[src/rtl/fft16_frame_sequencer_pkg.sv]
`default_nettype none
// ============================================================================
// Module      : fft16_frame_sequencer_pkg
// Description : Shared sizes, state encoding and lane-reorder helper for the
//               16-point FFT frame sequencer.
// Revision    : 1.0 - initial release
// ============================================================================
package fft16_frame_sequencer_pkg;

    localparam int N_DEFAULT       = 16;
    localparam int STAGES_DEFAULT  = 4;
    localparam int TIMEOUT_DEFAULT = 1024;

    typedef enum logic [2:0] {
        ST_IDLE   = 3'd0,
        ST_LOAD   = 3'd1,
        ST_START  = 3'd2,
        ST_WAIT   = 3'd3,
        ST_UNLOAD = 3'd4
    } seq_state_e;

    // The core emits bins in bit-reversed lane order.
    function automatic logic [3:0] bitrev4(input logic [3:0] k);
        return {k[0], k[1], k[2], k[3]};
    endfunction

endpackage
`default_nettype wire

[src/rtl/fft16_frame_sequencer.sv]
`default_nettype none
// ============================================================================
// Module      : fft16_frame_sequencer
// Description : Frames a serial complex sample stream for the FFT16 core and
//               streams the results back out in natural bin order.
// Revision    : 1.0 - initial release
// ============================================================================
module fft16_frame_sequencer
    import fft16_frame_sequencer_pkg::*;
#(
    parameter int N       = N_DEFAULT,
    parameter int STAGES  = STAGES_DEFAULT,
    parameter int TIMEOUT = TIMEOUT_DEFAULT
) (
    input  logic                          i_clk,
    input  logic                          i_rst,
    input  logic                          i_s_valid,
    output logic                          o_s_ready,
    input  logic [N-1:0]                  i_s_re,
    input  logic [N-1:0]                  i_s_im,
    output logic                          o_fft_start,
    output logic [(1<<STAGES)*N-1:0]      o_fft_in_re,
    output logic [(1<<STAGES)*N-1:0]      o_fft_in_im,
    input  logic                          i_fft_done,
    input  logic [(1<<STAGES)*N-1:0]      i_fft_out_re,
    input  logic [(1<<STAGES)*N-1:0]      i_fft_out_im,
    output logic                          o_m_valid,
    input  logic                          i_m_ready,
    output logic [2*N-1:0]                o_m_data,
    output logic [STAGES-1:0]             o_m_index,
    output logic                          o_m_last,
    output logic                          o_busy,
    output logic                          o_timeout
);

    localparam int LANES = 1 << STAGES;
    localparam int TW    = $clog2(TIMEOUT);

    seq_state_e             state_q, state_d;
    logic [STAGES-1:0]      wr_idx_q, wr_idx_d;
    logic [STAGES-1:0]      rd_idx_q, rd_idx_d;
    logic [TW-1:0]          tmo_cnt_q, tmo_cnt_d;
    logic [LANES*N-1:0]     frame_re_q, frame_re_d, frame_im_q, frame_im_d;
    logic [LANES*N-1:0]     res_re_q, res_re_d, res_im_q, res_im_d;
    logic                   s_ready_q, s_ready_d;
    logic                   fft_start_q, fft_start_d;
    logic                   m_valid_q, m_valid_d;
    logic [2*N-1:0]         m_data_q, m_data_d;
    logic [STAGES-1:0]      m_index_q, m_index_d;
    logic                   m_last_q, m_last_d;
    logic                   busy_q, busy_d;
    logic                   timeout_q, timeout_d;

    always_comb begin
        state_d    = state_q;
        wr_idx_d   = wr_idx_q;
        rd_idx_d   = rd_idx_q;
        tmo_cnt_d  = tmo_cnt_q;
        frame_re_d = frame_re_q;
        frame_im_d = frame_im_q;
        res_re_d   = res_re_q;
        res_im_d   = res_im_q;
        timeout_d  = timeout_q;

        case (state_q)
            ST_IDLE: state_d = ST_LOAD;
            ST_LOAD: begin
                if (i_s_valid && s_ready_q) begin
                    frame_re_d[wr_idx_q*N +: N] = i_s_re;
                    frame_im_d[wr_idx_q*N +: N] = i_s_im;
                    wr_idx_d = wr_idx_q + 1'b1;
                    if (wr_idx_q == STAGES'(LANES-1)) state_d = ST_START;
                end
            end
            ST_START: begin
                tmo_cnt_d = '0;
                state_d   = ST_WAIT;
            end
            ST_WAIT: begin
                // A done arriving on the final timeout cycle still wins.
                if (i_fft_done) begin
                    for (int k = 0; k < LANES; k++) begin
                        res_re_d[k*N +: N] = i_fft_out_re[int'(bitrev4(4'(k)))*N +: N];
                        res_im_d[k*N +: N] = i_fft_out_im[int'(bitrev4(4'(k)))*N +: N];
                    end
                    rd_idx_d = '0;
                    state_d  = ST_UNLOAD;
                end else if (tmo_cnt_q == TW'(TIMEOUT-1)) begin
                    timeout_d = 1'b1;
                    state_d   = ST_LOAD;
                end else begin
                    tmo_cnt_d = tmo_cnt_q + 1'b1;
                end
            end
            ST_UNLOAD: begin
                if (m_valid_q && i_m_ready) begin
                    if (m_last_q) state_d  = ST_LOAD;
                    else          rd_idx_d = rd_idx_q + 1'b1;
                end
            end
            default: state_d = ST_IDLE;
        endcase

        // Outputs are registered from the next state so they align with it.
        s_ready_d   = (state_d == ST_LOAD);
        fft_start_d = (state_d == ST_START);
        busy_d      = (state_d != ST_LOAD);
        m_valid_d   = (state_d == ST_UNLOAD);
        m_data_d    = '0;
        m_index_d   = '0;
        m_last_d    = 1'b0;
        if (state_d == ST_UNLOAD) begin
            m_data_d  = {res_re_d[rd_idx_d*N +: N], res_im_d[rd_idx_d*N +: N]};
            m_index_d = rd_idx_d;
            m_last_d  = (rd_idx_d == STAGES'(LANES-1));
        end
    end

    always_ff @(posedge i_clk or negedge i_rst) begin
        if (!i_rst) begin
            state_q     <= ST_IDLE;
            wr_idx_q    <= '0;
            rd_idx_q    <= '0;
            tmo_cnt_q   <= '0;
            frame_re_q  <= '0;
            frame_im_q  <= '0;
            res_re_q    <= '0;
            res_im_q    <= '0;
            s_ready_q   <= 1'b0;
            fft_start_q <= 1'b0;
            m_valid_q   <= 1'b0;
            m_data_q    <= '0;
            m_index_q   <= '0;
            m_last_q    <= 1'b0;
            busy_q      <= 1'b0;
            timeout_q   <= 1'b0;
        end else begin
            state_q     <= state_d;
            wr_idx_q    <= wr_idx_d;
            rd_idx_q    <= rd_idx_d;
            tmo_cnt_q   <= tmo_cnt_d;
            frame_re_q  <= frame_re_d;
            frame_im_q  <= frame_im_d;
            res_re_q    <= res_re_d;
            res_im_q    <= res_im_d;
            s_ready_q   <= s_ready_d;
            fft_start_q <= fft_start_d;
            m_valid_q   <= m_valid_d;
            m_data_q    <= m_data_d;
            m_index_q   <= m_index_d;
            m_last_q    <= m_last_d;
            busy_q      <= busy_d;
            timeout_q   <= timeout_d;
        end
    end

    assign o_s_ready   = s_ready_q;
    assign o_fft_start = fft_start_q;
    assign o_fft_in_re = frame_re_q;
    assign o_fft_in_im = frame_im_q;
    assign o_m_valid   = m_valid_q;
    assign o_m_data    = m_data_q;
    assign o_m_index   = m_index_q;
    assign o_m_last    = m_last_q;
    assign o_busy      = busy_q;
    assign o_timeout   = timeout_q;

endmodule
`default_nettype wire

[config.mk]
export PLATFORM = sky130hd
export DESIGN_NAME = fft16_frame_sequencer
export DESIGN_NICKNAME = d
export VERILOG_FILES = /design/src/rtl/fft16_frame_sequencer_pkg.sv /design/src/rtl/fft16_frame_sequencer.sv
export SDC_FILE = /design/constraint.sdc
export NUM_CORES = 2
export LEC_CHECK = 0
export BUFFER_PORTS_ARGS = -buffer_cell sky130_fd_sc_hd__buf_2
export CAP_MARGIN = 20
export CORE_AREA = 5 5 427 429
export CTS_CLUSTER_SIZE = 8
export DETAILED_ROUTE_END_ITERATION = 10
export DIE_AREA = 0 0 432 434
export GPL_TIMING_DRIVEN = 0
export PLACE_DENSITY_LB_ADDON = 0.25
export SLEW_MARGIN = 20
export SYNTH_ARGS = -nofsm -noshare
export SYNTH_HDL_FRONTEND = slang
export SYNTH_SLANG_ARGS = --single-unit
[constraint.sdc]
create_clock -name i_clk -period 8 [get_ports i_clk]
set_clock_uncertainty 0.2 [all_clocks]
set_input_delay 1.2 -clock i_clk [delete_from_list [all_inputs] [get_ports i_clk]]
set_output_delay 1.2 -clock i_clk [all_outputs]
set_load 0.1 [all_outputs]
Yosys cells after proc, flatten, opt, wreduce, memory -nomap -nowiden
Cells that the tools add are included.

operators by class
  $add $sub $neg = 4
  equal/unequal tests = 13
  shift-type cells = 5
  muxes and demuxes = 23
  bitwise logic cells = 1
  reduce and logical (&&, ||, !) cells = 7

operators with widths
  kind                                                                       number
  256-bit two-way mux                                                        4
  256-bit bitwise mux                                                        2
  16-bit by 34-bit variable part select with 256-bit output                  2
  256-bit by 9-bit variable part select with 16-bit output                   2
  16-bit by 34-bit variable shift with 256-bit output, first input constant  1
  8-bit negator with 34-bit output                                           1
  32-bit two-way mux                                                         1
  10-bit two-way mux                                                         2
  10-bit case mux with 2 select lines                                        1
  3-bit two-way mux                                                          6
  4-bit two-way mux                                                          4
  3-bit case mux with 5 select lines                                         1
  10-bit by 1-bit adder with 10-bit output, second input constant            1
  10-bit equality test, second input constant                                1
  3-bit by 2-bit equality test with 1-bit output, second input constant      3
  4-bit by 1-bit adder with 4-bit output, second input constant              2
  4-bit equality test, second input constant                                 2
  4-bit case mux with 2 select lines                                         1
  3-bit by 1-bit equality test with 1-bit output, second input constant      2
  3-bit equality test, second input constant                                 2
  3-bit AND reduction                                                        2
  2-bit != test, second input constant                                       2
  3-bit zero test                                                            1
  3-bit by 1-bit != test with 1-bit output, second input constant            1
  5 further kinds                                                            6

storage, ports and cells
  register bits = 1,087
  output and inout port bits = 554
  word-level logic and storage cells = 69

Longest topological paths before layout
  depth in word-level cells = 6
  mapped depth = 14
  mapped depth without buffers = 9

Worst setup path after synthesis
No wires, ideal clock.

  path type = input to register
  start point = input port i_fft_done
  end point = register m_data_q[10], in the netlist o_m_data[10]
  library setup time = 140 ps
  arrival = 3,132 ps
  path slack = 4,528 ps
  cell stages on the path = 9
  path buffers = 2
  cells stage by stage = and4b_1 buf_4 mux2i_2 a21oi_4 inv_4 buf_4 mux4_2 or3_1 nor4bb_1

between the ends
  longest elaborated chain between the ends = 4
  elaborated cells between the ends (all ways) = 9
  classes of those cells = 1 x eq/ne; 1 x shift; 7 x mux

ends and longest elaborated chain
  element                                                                                          RTL line                                                    RTL
  start: declaration                                                                               fft16_frame_sequencer.sv:24                                 input logic i_fft_done,
  4-bit two-way mux, or another cell as far along                                                  fft16_frame_sequencer.sv:81                                 if (i_fft_done) begin
  4-bit case mux with 2 select lines, or another cell as far along                                 fft16_frame_sequencer.sv:65                                 case (state_q)
  256-bit by 9-bit variable part select with 16-bit output or 3-bit equality test (tied branches)  fft16_frame_sequencer.sv:113, fft16_frame_sequencer.sv:112
  32-bit two-way mux (*)                                                                           fft16_frame_sequencer.sv:112                                if (state_d == ST_UNLOAD) begin
  net m_data_d[10]                                                                                 fft16_frame_sequencer.sv:48                                 logic [2*N-1:0] m_data_q, m_data_d;
  end signal: assignment                                                                           fft16_frame_sequencer.sv:149                                m_data_q <= m_data_d;
  end: declaration                                                                                 fft16_frame_sequencer.sv:48

Mark *: on every way through the listed nets, which the timed path passes. The rest lies on a longest branch.
A chain may end at the register's enable or synchronous reset.

Final worst setup path
  start point = register state_q[1]
  end point = register m_data_q[24], in the netlist o_m_data[24]

between the ends
  longest elaborated chain between the ends = 5
  elaborated cells between the ends (all ways) = 17
  classes of those cells = 5 x eq/ne; 1 x shift; 10 x mux; 1 x reduce/logical

ends and longest elaborated chain
  element                                                                                                           RTL line                      RTL
  start: declaration                                                                                                fft16_frame_sequencer.sv:39   seq_state_e state_q, state_d;
  start signal: assignment                                                                                          fft16_frame_sequencer.sv:138  state_q <= state_d;
  parallel branches: the longest is 4 deep, another holds 256-bit by 9-bit variable part select with 16-bit output  n/a
  32-bit two-way mux (*)                                                                                            fft16_frame_sequencer.sv:112
  net m_data_d[24]                                                                                                  fft16_frame_sequencer.sv:48

Mark *: on every way through the listed nets, which the timed path passes.

==> results.toml <==
[run_status]
status = "complete, no violations"

[critical_path]
critPathLaunchType = "register"
endpoint_kind = "register"
critical_path_arrival_ps = 5340
critPathRequiredTime_ps = 8400
cp_slowest_stage_delay_ps = 820
crit_chain = "buf_2, or3b_1, mux2i_2, a22oi_1, inv_1, buf_4, nor2_1, clkbuf_1, a221oi_1, nor4bb_2"
r2r_setup_slack_ps = 3060
cp_slowest_cell = "nor4bb_2"
path_max_fanout = 10
crit_type = "register to register"

[placement]
post-dp-hpwl_um = 208000
gp_congestion = 0.961
dp.cells = 8288
port_buffers = 1081
place_ws_ps = 2580
placed_cell_area_um2 = 55500

[floorplan]
die_area_um2 = 187000
start_util = 0.263
die_w_um = 432
io_pins = 1103
die_h_um = 434
coreArea_um2 = 178000
rows = 155

[logic_synthesis]
synth_area_leaders = "dfrtp_1 (58%), nand2_1 (16%), o21ai_0 (4.9%), mux2_2 (3.9%), mux4_2 (3.7%)"
ys_seq_elements = 1087
synth_warnings = 0
synth_seq_area_share = 0.583
synth_top_area_frac = 0.583
postSynth.asyncResetShare = 1.00
synthFlopType = "dfrtp_1"
synthesis.nets = 5389
syn-mean-instance-area_um2 = 9.66
yosys.area.top_type = "dfrtp_1"
synth_edf_count = 0
synth_common_cells = "nand2_1 (1,994), dfrtp_1 (1,087), o21ai_0 (460)"
yosys.cell_types.count = 72
synth_area_um2 = 46700
syn_inst = 4835
yosysMostFrequentCell = "nand2_1"

[pwr]
peakVddDrop_mv = 0.394
p_leak_uw = 0.0297
power_density_nw_per_um2 = 451

[grt]
overflow = 0
grt_pass1_wl_um = 349000
grt_start_max_net_pins = 130
grt_usage = 0.268
grt_pass1_vias = 42500
antenna_found_initial = 169

[cells_and_area]
fill_cells = 18700
area.growth.synth_to_final_pct = 28.6
fin_area_um2 = 60000
fin_util = 0.338
nets = 6645
layout-drive-gt1-share = 0.275
stdcell_count = 8566

[clocking]
cts.clk_slew.worst_paths_ps = 50
post-cts-setup-buffers = 0
clockRootBuffer = "clkbuf_16"
hold_buffers = 0
cts.path.max_buffers = 3
cts_num_sinks = 1087
htree_levels = 4
insertion_delay_ps = 790
tritoncts = "done"
ctsResizeCount = 0
numCtsBuffers = 155

[timing]
tns_ps = 0
fmax_mhz = 202
finalCritPeriodShare = 0.618
fin_ws_ps = 3060
slew_headroom = 0.0655
rsz0062_at_grt = "false"
worst_slew_pin_slew_ps = 1400
final_hold_viol_count = 0
slew_viol_final = 0
setup_viol = 0
finalCriticalPeriod_ps = 4940

[detailed_routing]
wirelength_um = 261000
post_drt_wl_per_cell_um = 30.5
ant_nets = 0
drc = 0
first_pass_iters = 6
routed_via_density = 5.10
drtIter0Drc = 4091
num_vias = 43700

[run]
drv_cap = 0

[min_path]
worstHoldPathType = "register to register"
## routing by layer
layer | wire length [um] | up-vias | global-route usage
li1 | - | 18800 | -
met1 | 97400 | 22000 | 0.317
met2 | 121000 | 2229 | 0.423
met3 | 22200 | 619 | 0.0697
met4 | 20200 | 32 | 0.193
met5 | 197 | - | 0
## flip-flops by register name, summed over array words and instances (netlist names), 3 cells and up
name,flops
o_m_data,32
tmo_cnt_q,10
wr_idx_q,4
o_fft_in_im,256
o_m_index,4
res_re_q,256
rd_idx_q,4
state_q,3
o_fft_in_re,256
res_im_q,256
## cell type report
| class | instances | area, um^2 | area share |
|---|---|---|---|
| diodes | 99 | 248 | 0.00413 |
| clock inverters | 15 | 322 | 0.00536 |
| repair buffers | 1099 | 5770 | 0.0961 |
| inverters | 22 | 85.1 | 0.00142 |
| multi-input cells | 3379 | 18000 | 0.299 |
| well taps | 2355 | 2950 | 0.0491 |
| clock buffers | 163 | 3980 | 0.0663 |
| plain buffers | 347 | 1500 | 0.0251 |
| flip-flops and latches | 1087 | 27200 | 0.453 |
## kinds of logic after synthesis
kind of cell,after synthesis,synth area share
simple gates,2337,0.201
flops,1087,0.583
compound gates,780,0.102
buf+inv,369,0.0338
mux,244,0.0771
xor+xnor,13,0.00244
fa+ha+maj,5,0.00134
## worst max-delay path, delay by kind of cell (launching register included)
kind | cells | cell delay, ps
simple gates | 3 | 1810
compound gates | 2 | 1080
buf+inv | 4 | 1070
flops | 1 | 350
mux | 1 | 240
## stage by stage
| stage | power [uW] | hold slack [ps] |
|---|---|---|
| after floorplan | 17000 | 236 |
| after global placement | 20700 | 249 |
| after detailed placement | 20800 | 253 |
| after CTS | 27000 | 265 |
| after global routing | 28100 | 279 |
| final | 27100 | 263 |
## power by group
part	total [uW]	internal (uW)	switching [uW]
combinational	12600	2440	10100
clock	6170	3580	2590
sequential	8320	7490	830
## cell usage in the layout, fill, tap and decap left out, types with 19 or more instances in the layout
cell type,instances
clkbuf_16,157
dfrtp_1,1087
nor2b_1,23
o21ba_2,22
nor3_1,32
a31oi_1,27
clkbuf_1,239
buf_4,21
or3_1,23
a21oi_1,33
inv_1,19
nor2_1,126
buf_2,1145
o31ai_1,70
or2_2,33
o21ai_0,460
nand3_1,36
mux4_2,76
diode_2,99
o22ai_1,38
nor4bb_1,20
buf_1,19
a221oi_1,24
nand2_1,1994
mux2_2,161
o221ai_1,34
## path summary, 6_finish.rpt
| kind | start | endpoint | depth (start not counted) |
|---|---|---|---|
| min | res_im_q[80] | res_im_q[80] | 2 |
| max | state_q[1] | o_m_data[24] | 10 |
| min in group asynchronous | i_rst | o_fft_in_re[8] | 2 |
| min reg2reg | res_im_q[80] | res_im_q[80] | 2 |
| max in group asynchronous | i_rst | res_im_q[1] | 5 |
| max reg2reg | state_q[1] | o_m_data[24] | 10 |
No activity file was read; power rests on OpenSTA's default activity.
